$ cat config.mk
export PLATFORM = sky130hd
export DESIGN_NAME = ps2_key_decoder
export DESIGN_NICKNAME = d
export VERILOG_FILES = /design/src/rtl/tank_pkg.sv /design/src/rtl/ps2_rx.sv /design/src/rtl/ps2_key_decoder.sv
export SDC_FILE = /design/constraint.sdc
export NUM_CORES = 1
export LEC_CHECK = 0
export CORE_MARGIN = 10
export CORE_UTILIZATION = 40
export CTS_CLUSTER_SIZE = 30
export DETAILED_ROUTE_END_ITERATION = 6
export DONT_BUFFER_PORTS = 1
export GPL_TIMING_DRIVEN = 0
export PLACE_DENSITY_LB_ADDON = 0.2
export SYNTH_ARGS = -nofsm -noshare
export SYNTH_HDL_FRONTEND = slang
export SYNTH_SLANG_ARGS = --single-unit
export TNS_END_PERCENT = 1
$ cat constraint.sdc
create_clock -name clk -period 1.9 [get_ports clk]
set_clock_uncertainty 0.15 [all_clocks]
set_input_delay 0.285 -clock clk [delete_from_list [all_inputs] [get_ports clk]]
set_output_delay 0.285 -clock clk [all_outputs]
set_load 0.01 [all_outputs]
$ cat src/rtl/tank_pkg.sv
// Shared scan codes, key indices and receiver states for the PS/2 key decoder.
package tank_pkg;

  localparam int unsigned NUM_KEYS = 10;

  localparam logic [7:0] SC_EXT   = 8'hE0;
  localparam logic [7:0] SC_BRK   = 8'hF0;
  localparam logic [7:0] SC_SPACE = 8'h29;
  localparam logic [7:0] SC_W     = 8'h1D;
  localparam logic [7:0] SC_S     = 8'h1B;
  localparam logic [7:0] SC_A     = 8'h1C;
  localparam logic [7:0] SC_D     = 8'h23;
  localparam logic [7:0] SC_ENTER = 8'h5A;
  localparam logic [7:0] SC_UP    = 8'h75;
  localparam logic [7:0] SC_DOWN  = 8'h72;
  localparam logic [7:0] SC_LEFT  = 8'h6B;
  localparam logic [7:0] SC_RIGHT = 8'h74;

  typedef enum logic [3:0] {
    KEY_UP, KEY_DOWN, KEY_LEFT, KEY_RIGHT, KEY_SPACE,
    KEY_W, KEY_S, KEY_A, KEY_D, KEY_ENTER
  } key_e;

  typedef enum logic [1:0] {RX_IDLE, RX_DATA, RX_PARITY, RX_STOP} ps2_rx_state_e;

  typedef struct packed {
    logic hit;
    key_e key;
  } key_hit_t;

  // Map a non-prefix byte to a key, honouring the E0 extended flag.
  function automatic key_hit_t key_lookup(input logic ext, input logic [7:0] code);
    key_hit_t r;
    r.hit = 1'b1;
    r.key = KEY_UP;
    if (ext) begin
      case (code)
        SC_UP:    r.key = KEY_UP;
        SC_DOWN:  r.key = KEY_DOWN;
        SC_LEFT:  r.key = KEY_LEFT;
        SC_RIGHT: r.key = KEY_RIGHT;
        SC_ENTER: r.key = KEY_ENTER;
        default:  r.hit = 1'b0;
      endcase
    end else begin
      case (code)
        SC_SPACE: r.key = KEY_SPACE;
        SC_W:     r.key = KEY_W;
        SC_S:     r.key = KEY_S;
        SC_A:     r.key = KEY_A;
        SC_D:     r.key = KEY_D;
        SC_ENTER: r.key = KEY_ENTER;
        default:  r.hit = 1'b0;
      endcase
    end
    return r;
  endfunction

endpackage

$ cat src/rtl/ps2_rx.sv
// PS/2 frame receiver: pin synchronizers, ps2_clk fall detect, 11-bit frame FSM.
// Optional mid-frame idle abort when PS2_TIMEOUT_EN is defined.
module ps2_rx
  import tank_pkg::*;
#(
  parameter int unsigned TIMEOUT_CYCLES = 100_000
) (
  input  logic       clk,
  input  logic       reset,
  input  logic       ps2_clk,
  input  logic       ps2_data,
  output logic [7:0] rx_data,
  output logic       rx_valid,
  output logic       frame_err
);

  logic [2:0]    pclk_q;
  logic [1:0]    pdat_q;
  ps2_rx_state_e state_q, state_d;
  logic [7:0]    shift_q, shift_d;
  logic [2:0]    cnt_q, cnt_d;
  logic          par_q, par_d;
  logic [7:0]    rx_data_q, rx_data_d;
  logic          rx_valid_q, rx_valid_d;
  logic          frame_err_q, frame_err_d;
  logic          fall_c;
  logic          bit_c;

`ifdef PS2_TIMEOUT_EN
  localparam int unsigned TW = $clog2(TIMEOUT_CYCLES + 1);
  logic [TW-1:0] tmo_q, tmo_d;
`endif

  assign fall_c = pclk_q[2] & ~pclk_q[1];
  assign bit_c  = pdat_q[1];

  always_ff @(posedge clk or posedge reset) begin
    if (reset) begin
      pclk_q      <= 3'b111;
      pdat_q      <= 2'b11;
      state_q     <= RX_IDLE;
      shift_q     <= 8'h00;
      cnt_q       <= 3'd0;
      par_q       <= 1'b0;
      rx_data_q   <= 8'h00;
      rx_valid_q  <= 1'b0;
      frame_err_q <= 1'b0;
`ifdef PS2_TIMEOUT_EN
      tmo_q       <= '0;
`endif
    end else begin
      pclk_q      <= {pclk_q[1:0], ps2_clk};
      pdat_q      <= {pdat_q[0], ps2_data};
      state_q     <= state_d;
      shift_q     <= shift_d;
      cnt_q       <= cnt_d;
      par_q       <= par_d;
      rx_data_q   <= rx_data_d;
      rx_valid_q  <= rx_valid_d;
      frame_err_q <= frame_err_d;
`ifdef PS2_TIMEOUT_EN
      tmo_q       <= tmo_d;
`endif
    end
  end

  always_comb begin
    state_d     = state_q;
    shift_d     = shift_q;
    cnt_d       = cnt_q;
    par_d       = par_q;
    rx_data_d   = rx_data_q;
    rx_valid_d  = 1'b0;
    frame_err_d = 1'b0;
    if (fall_c) begin
      case (state_q)
        RX_IDLE: begin
          // A high start bit is a glitch edge, not a frame.
          if (!bit_c) begin
            state_d = RX_DATA;
            cnt_d   = 3'd0;
          end
        end
        RX_DATA: begin
          shift_d = {bit_c, shift_q[7:1]};
          cnt_d   = cnt_q + 3'd1;
          if (cnt_q == 3'd7) state_d = RX_PARITY;
        end
        RX_PARITY: begin
          par_d   = bit_c;
          state_d = RX_STOP;
        end
        RX_STOP: begin
          if (bit_c && (^{shift_q, par_q})) begin
            rx_data_d  = shift_q;
            rx_valid_d = 1'b1;
          end else begin
            frame_err_d = 1'b1;
          end
          state_d = RX_IDLE;
        end
        default: state_d = RX_IDLE;
      endcase
    end
`ifdef PS2_TIMEOUT_EN
    tmo_d = '0;
    if ((state_q != RX_IDLE) && !fall_c) begin
      if (tmo_q == TW'(TIMEOUT_CYCLES)) begin
        state_d     = RX_IDLE;
        frame_err_d = 1'b1;
      end else begin
        tmo_d = tmo_q + TW'(1);
      end
    end
`endif
  end

  assign rx_data   = rx_data_q;
  assign rx_valid  = rx_valid_q;
  assign frame_err = frame_err_q;

endmodule

$ cat src/rtl/ps2_key_decoder.sv
// PS/2 keyboard to ten held-key levels: E0/F0 prefix flags plus key register bank.
// Define PS2_TIMEOUT_EN to enable the receiver mid-frame timeout.
module ps2_key_decoder
  import tank_pkg::*;
#(
  parameter int unsigned TIMEOUT_CYCLES = 100_000
) (
  input  logic       clk,
  input  logic       reset,
  input  logic       ps2_clk,
  input  logic       ps2_data,
  output logic       up,
  output logic       down,
  output logic       left,
  output logic       right,
  output logic       space,
  output logic       w,
  output logic       s,
  output logic       a,
  output logic       d,
  output logic       enter,
  output logic [7:0] rx_data,
  output logic       rx_valid,
  output logic       frame_err
);

  logic [NUM_KEYS-1:0] keys_q, keys_d;
  logic                ext_q, ext_d;
  logic                brk_q, brk_d;
  key_hit_t            hit_c;

  ps2_rx #(.TIMEOUT_CYCLES(TIMEOUT_CYCLES)) u_rx (
    .clk       (clk),
    .reset     (reset),
    .ps2_clk   (ps2_clk),
    .ps2_data  (ps2_data),
    .rx_data   (rx_data),
    .rx_valid  (rx_valid),
    .frame_err (frame_err)
  );

  always_ff @(posedge clk or posedge reset) begin
    if (reset) begin
      keys_q <= '0;
      ext_q  <= 1'b0;
      brk_q  <= 1'b0;
    end else begin
      keys_q <= keys_d;
      ext_q  <= ext_d;
      brk_q  <= brk_d;
    end
  end

  assign hit_c = key_lookup(ext_q, rx_data);

  // A bad frame may have eaten the key code, so drop any pending prefix.
  always_comb begin
    keys_d = keys_q;
    ext_d  = ext_q;
    brk_d  = brk_q;
    if (frame_err) begin
      ext_d = 1'b0;
      brk_d = 1'b0;
    end else if (rx_valid) begin
      if (rx_data == SC_EXT) begin
        ext_d = 1'b1;
      end else if (rx_data == SC_BRK) begin
        brk_d = 1'b1;
      end else begin
        if (hit_c.hit) keys_d[hit_c.key] = ~brk_q;
        ext_d = 1'b0;
        brk_d = 1'b0;
      end
    end
  end

  assign up    = keys_q[KEY_UP];
  assign down  = keys_q[KEY_DOWN];
  assign left  = keys_q[KEY_LEFT];
  assign right = keys_q[KEY_RIGHT];
  assign space = keys_q[KEY_SPACE];
  assign w     = keys_q[KEY_W];
  assign s     = keys_q[KEY_S];
  assign a     = keys_q[KEY_A];
  assign d     = keys_q[KEY_D];
  assign enter = keys_q[KEY_ENTER];

endmodule
==> flow_metrics.env, run 1 <==
export IMPL_outcome="finished, violations left"
export IMPL_violations="setup timing"
export IMPL_use_met3=0.0320
export IMPL_synth_seq_cells=41
export IMPL_yosys_warnings=0
export IMPL_layout_drive_gt1_share=0.373
export IMPL_post_synth_num_cell_types=55
export IMPL_synth_nets=196
export IMPL_path_clk_slew_ns=0.08
export IMPL_maxCapViolations=0
export IMPL_max_clock_freq_ghz=0.461
export IMPL_ir_drop_mv=0.616
export IMPL_critPathCaptureType="register"
export IMPL_startpoint_type="register"
export IMPL_fin_nets=210
export IMPL_final_hold_viol_count=0
export IMPL_worst_path_max_fanout=5
export IMPL_slew_violations=0
export IMPL_cp_arrival_ns=2.17
export IMPL_hold_path_startpoint="u_rx.pclk_q[0]$_DFF_PP1_"
export IMPL_finalSetupViolCount=18
export IMPL_synthArstFlopShare=1.00
export IMPL_clock_latency_ns=0.29
export IMPL_drt_wirelength_per_cell_um=17.0
export IMPL_cts_sinks=41
export IMPL_r2r_end="keys_q[2]$_DFFE_PP0P_"
export IMPL_finalWirelength_mm=4.61
export IMPL_reg2reg_slack_ns=-0.27
export IMPL_crit_path_max_incr_delay_ns=0.47
export IMPL_ant_nets=0
export IMPL_track_usage=0.108
export IMPL_dp_hpwl_mm=3.25
export IMPL_grt_overflow=0
export IMPL_post_route_drc_count=0
export IMPL_avgSynthCellArea_um2=11.8
export IMPL_ys_seq_area_frac=0.471
export IMPL_vias=1468
export IMPL_die_w_um=94.0
export IMPL_worstMarginPinSlew_ns=0.839
export IMPL_final_cell_mix="30 x dfrtp_1, 18 x mux2_2, 15 x inv_1"
export IMPL_cts_buffers=5
export IMPL_ios=24
export IMPL_worst_slack_ns=-0.271
export IMPL_synth_ff_type="dfrtp_1"
export IMPL_rsz0062_at_grt="yes"
export IMPL_top_usage_layer="met2"
export IMPL_pre_cts_ws_ns=-0.468
export IMPL_rows=26
export IMPL_gp_congestion=0.847
export IMPL_syn_area_mm2=0.00219
export IMPL_layout_commonest_cell="dfrtp_1"
export IMPL_cts_root_buf="clkbuf_8"
export IMPL_nFillCells=487
export IMPL_p_per_area_mw_per_mm2=1340
export IMPL_grt_pass1_vias=1569
export IMPL_hp_class="register to register"
export IMPL_core_area_mm2=0.00520
export IMPL_drt_iter0_drc=50
export IMPL_post_route_min_period_ns=2.17
export IMPL_period_share=1.14
export IMPL_relSlewSlack=0.440
export IMPL_place_port_buffers=0
export IMPL_cts_max_path_buffers=2
export IMPL_antenna_found_initial=0
export IMPL_syn_inst=186
export IMPL_min_path_cells=0
export IMPL_die_area_mm2=0.00884
export IMPL_diodes=0
export IMPL_area_delta_synth_final_pct=19.2
export IMPL_cts_tree="built"
export IMPL_r2r_start="u_rx.rx_data[1]$_DFFE_PP0P_"
export IMPL_grt_pass1_wl_mm=7.76
export IMPL_cts_max_level=2
export IMPL_min_to="u_rx.pclk_q[1]$_DFF_PP1_"
export IMPL_vias_per_cell=5.42
export IMPL_crit_type="register to register"
export IMPL_synth_edff_count=0
export IMPL_slowest_stage="dfrtp_2"
export IMPL_use_met1=0.126
export IMPL_fp_dieH_um=94.0
export IMPL_setup_tns_ns=-3.60
export IMPL_dr_pass1_iters=4
export IMPL_cellLeakagePower_nw=1.13
export IMPL_grtUsageMet2=0.180
export IMPL_path_cells="or3b_4, a2111o_1, o31ai_2, nand3_1, mux2i_1"
export IMPL_crit_required_ns=1.90
export IMPL_grt_max_degree=42
export IMPL_initial_utilization=0.421
export IMPL_r2r_cells=5
==> sequential cells by signal, indices dropped and copies added (netlist names) <==
| register | count |
|---|---|
| u_rx.pclk_q | 3 |
| u_rx.cnt_q | 3 |
| u_rx.state_q | 2 |
| u_rx.frame_err | 1 |
| ext_q | 1 |
| u_rx.rx_valid | 1 |
| brk_q | 1 |
| u_rx.pdat_q | 2 |
| u_rx.shift_q | 8 |
| u_rx.par_q | 1 |
| keys_q | 10 |
| u_rx.rx_data | 8 |
==> cell type report <==
type                            instances  area [um^2]  area share
Timing Repair Buffer                    7         60.1      0.0230
Inverter                               16         60.1      0.0230
Clock buffer                            7         86.3      0.0331
Tap cell                               70         87.6      0.0335
Multi-Input combinational cell        121         1170       0.448
Buffer                                  8         78.8      0.0302
Sequential cell                        41         1040       0.398
Clock inverter                          1         30.0      0.0115
==> cells in the mapped netlist, types with 4 or more instances <==
cell type / count / area (um^2)
dfrtp_1: 36 / 901
nor3_1: 4 / 20.0
nand3b_1: 5 / 37.5
o21ai_0: 5 / 25.0
dfstp_2: 5 / 131
ha_1: 6 / 75.1
mux2_2: 18 / 203
inv_1: 16 / 60.1
nand2_1: 7 / 26.3
a21oi_1: 5 / 25.0
nor2b_1: 5 / 31.3
xnor2_1: 4 / 35.0
mux2i_1: 10 / 100
==> repair_timing <==
action | 4_1_cts | 5_1_grt
hold buffers | 3 | 0
gates cloned | 0 | 0
setup buffers | 2 | 2
setup endpoints to repair | 23 | 22
resized for setup | 24 | 13
endpoints found under the hold margin | 38 | 0
pin swaps | 10 | 6
==> kinds of logic after synthesis <==
logic type	Yosys count	synth area share
buf+inv	24	0.0491
compound gates	32	0.112
xor+xnor	8	0.0417
fa+ha+maj	6	0.0343
flops	41	0.471
mux	28	0.138
simple gates	47	0.154
==> metal layers <==
layer / vias up / part of all wire
met3: 4 / 0.036
met5: - / 0
li1: 700 / -
met1: 746 / 0.41
met4: 0 / 0.0074
met2: 18 / 0.55
==> per-stage QoR <==
step	instance area, um^2	power, mW	hold slack [ns]	instances	util
4_1_cts	2550	3.51	0.209	269	0.490
2_1_floorplan	2210	2.38	0.139	186	-
3_5_place_dp	2290	2.65	0.140	256	0.441
5_1_grt	2610	3.77	0.216	271	0.502
6_report	2610	3.51	0.208	271	0.502
3_3_place_gp	2290	2.61	0.140	256	0.441
==> power breakdown <==
| group | internal [mW] | total, mW | switching, mW | leakage [nW] |
|---|---|---|---|---|
| clock | 0.428 | 0.708 | 0.280 | 0.0585 |
| combinational | 0.741 | 1.42 | 0.677 | 0.549 |
| sequential | 1.10 | 1.38 | 0.284 | 0.524 |
| total | 2.27 | 3.51 | 1.24 | 1.13 |
==> worst max-delay path: cells and delay by family (launching register included) <==
kind | cells | cell delay (ns)
compound gates | 2 | 0.67
flops | 1 | 0.47
mux | 1 | 0.15
simple gates | 2 | 0.58
==> worst max path at each step <==
| stage | from | end | slack (ns) | cells past startpoint |
|---|---|---|---|---|
| after floorplan | u_rx.rx_data[1]$_DFFE_PP0P_ | keys_q[1]$_DFFE_PP0P_ | -0.06 | 6 |
| after global placement | u_rx.rx_data[0]$_DFFE_PP0P_ | keys_q[0]$_DFFE_PP0P_ | -0.44 | 6 |
| after detailed placement | u_rx.rx_data[0]$_DFFE_PP0P_ | keys_q[0]$_DFFE_PP0P_ | -0.47 | 6 |
| after CTS | u_rx.rx_data[1]$_DFFE_PP0P_ | keys_q[2]$_DFFE_PP0P_ | -0.27 | 5 |
| after global routing | u_rx.rx_data[1]$_DFFE_PP0P_ | keys_q[0]$_DFFE_PP0P_ | -0.34 | 6 |
| final | u_rx.rx_data[1]$_DFFE_PP0P_ | keys_q[2]$_DFFE_PP0P_ | -0.27 | 5 |
Note: power is estimated with default switching activity, not from simulation.
==> run 2: changes to the inputs <==
--- a/config.mk
+++ b/config.mk
@@ -5,6 +5,7 @@
 export SDC_FILE = /design/constraint.sdc
 export NUM_CORES = 1
 export LEC_CHECK = 0
+export ABC_AREA = 1
 export CORE_MARGIN = 10
 export CORE_UTILIZATION = 40
 export CTS_CLUSTER_SIZE = 30
==> constraint.sdc (replaced) <==
create_clock -name clk -period 2.3 [get_ports clk]
set_clock_uncertainty 0.15 [all_clocks]
set_input_delay 0.345 -clock clk [delete_from_list [all_inputs] [get_ports clk]]
set_output_delay 0.345 -clock clk [all_outputs]
set_load 0.01 [all_outputs]
==> run 2 against run 1 <==
Effect of this change:
- the run now ends clean
- global-route usage is essentially flat
- largest power group is now sequential cells
- synthesized cell count grew 65%
- non-clock buffer count shrank 8
- hold slack is essentially flat
- flip-flop and latch count is the same
==> flow_metrics.env, run 2 <==
export IMPL_core_area_mm2=0.00551
export IMPL_layout_drive_gt1_share=0.114
export IMPL_cts_buffers=5
export IMPL_cts_sinks=41
export IMPL_avgSynthCellArea_um2=7.45
export IMPL_cts_setup_buffers=0
export IMPL_cts_root_buf="clkbuf_8"
export IMPL_grt_overflow=0
export IMPL_grt_pass1_vias=1797
export IMPL_finalSetupViolCount=0
export IMPL_track_usage=0.108
export IMPL_post_route_min_period_ns=2.02
export IMPL_worstMarginPinSlew_ns=0.820
export IMPL_critPathCaptureType="register"
export IMPL_ios=24
export IMPL_synth_nets=316
export IMPL_vias=1841
export IMPL_cts_tree="built"
export IMPL_synth_edff_count=0
export IMPL_cp_arrival_ns=2.06
export IMPL_cts_max_path_buffers=2
export IMPL_post_synth_num_cell_types=26
export IMPL_max_flop_register="keys_q"
export IMPL_slew_violations=0
export IMPL_reg2reg_slack_ns=0.28
export IMPL_rows=27
export IMPL_yosysTopAreaCell="dfrtp_1"
export IMPL_syn_area_mm2=0.00228
export IMPL_grt_pass1_wl_mm=7.99
export IMPL_synthArstFlopShare=1.00
export IMPL_syn_inst=306
export IMPL_dr_wl_met3_um=174
export IMPL_fp_dieH_um=95.5
export IMPL_path_clk_slew_ns=0.08
export IMPL_yosysTopAreaCellShare=0.395
export IMPL_max_clock_freq_ghz=0.495
export IMPL_ir_drop_mv=0.416
export IMPL_crit_required_ns=2.34
export IMPL_ys_top_cells_by_count="115 x nand2_1, 36 x dfrtp_1, 34 x nor2_1, 29 x inv_1, 22 x nand3_1"
export IMPL_area_delta_synth_final_pct=10.8
export IMPL_final_hold_viol_count=0
export IMPL_final_cell_mix="115 x nand2_1, 36 x dfrtp_1, 32 x nor2_1"
export IMPL_nFillCells=556
export IMPL_yosys_warnings=0
export IMPL_relSlewSlack=0.452
export IMPL_grt_max_degree=42
export IMPL_wl_met1_mm=2.06
export IMPL_layout_commonest_cell="nand2_1"
export IMPL_synth_most_common_cell="nand2_1"
export IMPL_initial_utilization=0.414
export IMPL_die_w_um=95.5
export IMPL_drt_iter0_drc=51
export IMPL_p_per_area_mw_per_mm2=1000
export IMPL_vias_per_cell=4.73
export IMPL_p_total_mw=2.53
export IMPL_period_share=0.879
export IMPL_place_port_buffers=0
export IMPL_largest_reg_flops=10
export IMPL_multi_input_area_mm2=0.00111
export IMPL_post_route_drc_count=0
export IMPL_synth_area_leaders="dfrtp_1 40%, nand2_1 19%, dfstp_2 5.8%"
export IMPL_ant_nets=0
export IMPL_met2_length_mm=2.27
export IMPL_top_layer="met4"
export IMPL_clock_latency_ns=0.29
export IMPL_antenna_found_initial=0
export IMPL_seq_area_mm2=0.00103
export IMPL_hp_class="register to register"
export IMPL_crit_type="register to register"
export IMPL_synth_ff_type="dfrtp_1"
export IMPL_dp_hpwl_mm=3.51
export IMPL_die_area_mm2=0.00911
export IMPL_fin_nets=326
export IMPL_finalWirelength_mm=4.56
export IMPL_ys_seq_area_frac=0.453
export IMPL_maxCapViolations=0
export IMPL_setup_tns_ns=0
export IMPL_gp_congestion=0.826
export IMPL_rsz0062_at_grt="no"
export IMPL_place_area_mm2=0.00237
export IMPL_worst_path_max_fanout=10
export IMPL_synth_seq_cells=41
export IMPL_dr_pass1_iters=4
export IMPL_startpoint_type="register"
export IMPL_drt_wirelength_per_cell_um=11.7
export IMPL_diodes=0
export IMPL_cts_max_level=2
export IMPL_cellLeakagePower_nw=1.32
export IMPL_outcome="completed"
export IMPL_final_area_mm2=0.00252
-- run 2: cell count changes in the layout (fill, tap and decap cells not counted), moves of 7 or more --
cell and change:
nand4_1 +9, nand3_1 +20, inv_1 +13, nor2_1 +31, mux2_2 -14, mux2i_1 -10, o21ai_0 +7, nand2_1 +108
-- run 2: per-layer routing --
layer,GRT usage,vias up
met5,0,-
met4,0.0332,0
met3,0.0291,5
met2,0.194,22
met1,0.121,829
li1,-,985
-- run 2: kinds of logic after synthesis --
group	Yosys count	share of synthesized area
compound gates	18	0.0412
xor+xnor	6	0.0231
fa+ha+maj	6	0.0329
buf+inv	35	0.0615
flops	41	0.453
mux	4	0.0198
simple gates	196	0.368
-- run 2: where the power goes --
| group | total, mW | leakage (nW) | internal (mW) | switching, mW |
|---|---|---|---|---|
| clock network | 0.601 | 0.0574 | 0.353 | 0.248 |
| logic | 0.829 | 0.720 | 0.310 | 0.519 |
| registers | 1.10 | 0.538 | 0.883 | 0.213 |
| total | 2.53 | 1.32 | 1.55 | 0.980 |
-- run 2: worst paths after layout --
check                                              end  cells after the start                         from
max in group asynchronous  u_rx.rx_data[3]$_DFFE_PP0P_                      2                        reset
min in group asynchronous    u_rx.cnt_q[1]$_DFFE_PP0P_                      2                        reset
min reg2reg                   u_rx.pdat_q[1]$_DFF_PP1_                      0     u_rx.pdat_q[0]$_DFF_PP1_
max reg2reg                      keys_q[8]$_DFFE_PP0P_                     13  u_rx.rx_data[7]$_DFFE_PP0P_
max                              keys_q[8]$_DFFE_PP0P_                     13  u_rx.rx_data[7]$_DFFE_PP0P_
min                           u_rx.pdat_q[1]$_DFF_PP1_                      0     u_rx.pdat_q[0]$_DFF_PP1_
-- run 2: what timing repair did --
action,in CTS,in global routing
setup endpoints to repair,0,1
gates resized for setup,0,2
hold endpoints to repair,38,0
hold buffers,3,0
-- run 2: critical path, stage by stage (launching register included) --
cell,delay [ns]
dfrtp_1,0.47
inv_1,0.10
nand2_1,0.10
nor2_2,0.18
nand2_2,0.11
nand3_2,0.07
inv_1,0.04
nand2_1,0.05
nand2_1,0.09
nor2_4,0.23
buf_6,0.17
nand2_1,0.06
nand2_1,0.05
nand2_1,0.05
-- run 2: area by class of cell --
| cell class | instances | area share |
|---|---|---|
| timing repair buffer | 3 | 0.0119 |
| multi-input combinational | 230 | 0.440 |
| tap | 72 | 0.0357 |
| clock inverter | 2 | 0.0149 |
| buffer | 4 | 0.00942 |
| inverter | 31 | 0.0461 |
| sequential | 41 | 0.409 |
| clock buffer | 6 | 0.0327 |
-- run 2: stage by stage --
step                      worst slack [ns]  cells  utilization  hold WS (ns)
after CTS                            0.270    389        0.457         0.209
after global placement               0.281    378        0.430         0.196
after detailed placement             0.274    378        0.430         0.197
after global routing                0.0485    389        0.458         0.214
final                                0.279    389        0.458         0.208
after floorplan                      0.504    306            -         0.195
==> run 3: changes to the inputs <==
--- a/config.mk
+++ b/config.mk
@@ -6,11 +6,11 @@
 export NUM_CORES = 1
 export LEC_CHECK = 0
 export ABC_AREA = 1
+export BUFFER_PORTS_ARGS = -buffer_cell sky130_fd_sc_hd__buf_4
 export CORE_MARGIN = 10
 export CORE_UTILIZATION = 40
 export CTS_CLUSTER_SIZE = 30
 export DETAILED_ROUTE_END_ITERATION = 6
-export DONT_BUFFER_PORTS = 1
 export GPL_TIMING_DRIVEN = 0
 export PLACE_DENSITY_LB_ADDON = 0.2
 export SYNTH_ARGS = -nofsm -noshare
==> run 3 against run 2 <==
Effect of this change:
- power decreased by 2.5%
- global-route usage increased by 0.39 points
- sequential share of layout area decreased by 2.0 points
- first-iteration DRC count increased by 55%
- hold slack got worse by 0.14 ns
- critical path type unchanged
- highest routed layer unchanged
==> flow_metrics.env, run 3 (synthesis results as in run 2) <==
export IMPL_final_cell_mix="115 x nand2_1, 36 x dfrtp_1, 34 x nor2_1"
export IMPL_post_route_min_period_ns=2.02
export IMPL_core_area_mm2=0.00551
export IMPL_r2r_cells=13
export IMPL_startpoint_type="register"
export IMPL_seqPwrFrac=0.432
export IMPL_slew_violations=0
export IMPL_path_cells="inv_1, nand2_1, nor2_1, nand2_1, nand2_1, nor2_1, nand2_1, nor2_1, nor2_4, buf_6, nand2_1, nand2_1, nand2_1"
export IMPL_ios=24
export IMPL_holdWs_ns=0.0631
export IMPL_ant_nets=0
export IMPL_combPwrFrac=0.373
export IMPL_cellLeakagePower_nw=1.42
export IMPL_cp_num_buf_inv=2
export IMPL_critPathCaptureType="register"
export IMPL_worstMarginPinSlew_ns=0.816
export IMPL_fin_cells=411
export IMPL_grt_overflow=0
export IMPL_vias_per_cell=4.77
export IMPL_seq_area_mm2=0.00103
export IMPL_setup_tns_ns=0
export IMPL_nFillCells=556
export IMPL_switching_share=0.410
export IMPL_diodes=0
export IMPL_worst_path_max_fanout=10
export IMPL_ir_drop_mv=0.695
export IMPL_slowest_stage="dfrtp_1"
export IMPL_multi_input_area_mm2=0.00111
export IMPL_dr_pass1_iters=4
export IMPL_p_int_mw=1.45
export IMPL_gp_congestion=0.930
export IMPL_top_layer="met4"
export IMPL_wl_met1_mm=2.13
export IMPL_crit_top_cell="nand2_1"
export IMPL_maxCapViolations=0
export IMPL_layout_drive_gt1_share=0.168
export IMPL_ctsResizeCount=0
export IMPL_crit_required_ns=2.34
export IMPL_cts_max_level=2
export IMPL_critPathLaunch="u_rx.rx_data[5]$_DFFE_PP0P_"
export IMPL_crit_path_max_incr_delay_ns=0.44
export IMPL_worst_path_stages=13
export IMPL_p_switching_mw=1.01
export IMPL_post_route_drc_count=0
export IMPL_fin_nets=348
export IMPL_max_clock_freq_ghz=0.496
export IMPL_p_per_area_mw_per_mm2=929
export IMPL_vias=1961
export IMPL_grt_max_degree=42
export IMPL_place_port_buffers=23
export IMPL_rsz0062_at_grt="no"
export IMPL_cp_arrival_ns=2.05
export IMPL_area_delta_synth_final_pct=16.4
export IMPL_met2_length_mm=2.31
export IMPL_r2r_start="u_rx.rx_data[5]$_DFFE_PP0P_"
export IMPL_cts_buffers=5
export IMPL_finalSetupViolCount=0
export IMPL_dp_cells=401
export IMPL_dp_hpwl_mm=3.62
export IMPL_period_share=0.876
export IMPL_layout_commonest_cell="nand2_1"
export IMPL_die_area_mm2=0.00911
export IMPL_largest_reg_flops=10
export IMPL_grt_pass1_vias=1889
export IMPL_dr_wl_met3_um=226
export IMPL_die_w_um=95.5
export IMPL_cts_root_buf="clkbuf_8"
export IMPL_outcome="completed"
export IMPL_rows=27
export IMPL_clock_latency_ns=0.29
export IMPL_cts_sinks=41
export IMPL_cts_max_path_buffers=2
export IMPL_final_hold_viol_count=0
export IMPL_max_flop_register="keys_q"
export IMPL_crit_type="register to register"
export IMPL_drt_wirelength_per_cell_um=11.5
export IMPL_grt_pass1_wl_mm=8.40
export IMPL_clock_power_share=0.194
export IMPL_initial_utilization=0.414
export IMPL_track_usage=0.112
export IMPL_cp_top_family="simple AND/OR/NAND/NOR gates"
export IMPL_path_clk_slew_ns=0.09
export IMPL_finalWirelength_mm=4.72
export IMPL_fp_dieH_um=95.5
export IMPL_antenna_found_initial=0
export IMPL_cts_tree="built"
export IMPL_drt_iter0_drc=79
export IMPL_relSlewSlack=0.455
export IMPL_hp_class="input pin to asynchronous set/reset pin"
-- run 3: final cells by class --
type,count,share of cell area
multi-input cells,230,0.417
flip-flops and latches,41,0.389
repair buffers,25,0.0727
inverters,31,0.0439
well taps,72,0.0340
clock buffers,5,0.0260
plain buffers,4,0.00897
clock inverters,3,0.00802
-- run 3: path summary, 6_finish.rpt --
check,endpoint,slack [ns]
min in group clk,u_rx.pdat_q[1]$_DFF_PP1_,0.21
setup reg to reg,keys_q[8]$_DFFE_PP0P_,0.28
max in group asynchronous,u_rx.cnt_q[2]$_DFFE_PP0P_,1.42
setup / recovery,keys_q[8]$_DFFE_PP0P_,0.28
hold / removal,u_rx.cnt_q[1]$_DFFE_PP0P_,0.06
hold reg to reg,u_rx.pdat_q[1]$_DFF_PP1_,0.21
-- run 3: power by group through the flow --
stage	Combinational, mW	Sequential (mW)	Clock, mW
after floorplan	0.692	1.06	0
after global placement	0.901	1.07	0
after detailed placement	0.921	1.08	0
after CTS	0.932	1.07	0.498
after global routing	1.07	1.09	0.535
final	0.920	1.07	0.478
-- run 3: what timing repair did --
item,4_1_cts,5_1_grt
buffers inserted,0,0
hold buffers,2,0
hold endpoints to repair,2,0
-- run 3: routing by layer --
| metal | vias up | track usage |
|---|---|---|
| met2 | 38 | 0.193 |
| met4 | 0 | 0.0344 |
| met1 | 891 | 0.132 |
| met5 | - | 0 |
| li1 | 1026 | - |
| met3 | 6 | 0.0314 |
-- run 3: through the flow --
| stage | power (mW) | setup slack [ns] | util | cell area (um^2) |
|---|---|---|---|---|
| after floorplan | 1.75 | 0.504 | - | 2280 |
| after global placement | 1.98 | 0.287 | 0.461 | 2540 |
| after detailed placement | 2.00 | 0.305 | 0.461 | 2540 |
| after CTS | 2.50 | 0.289 | 0.481 | 2650 |
| after global routing | 2.70 | 0.0231 | 0.481 | 2650 |
| final | 2.46 | 0.284 | 0.481 | 2650 |
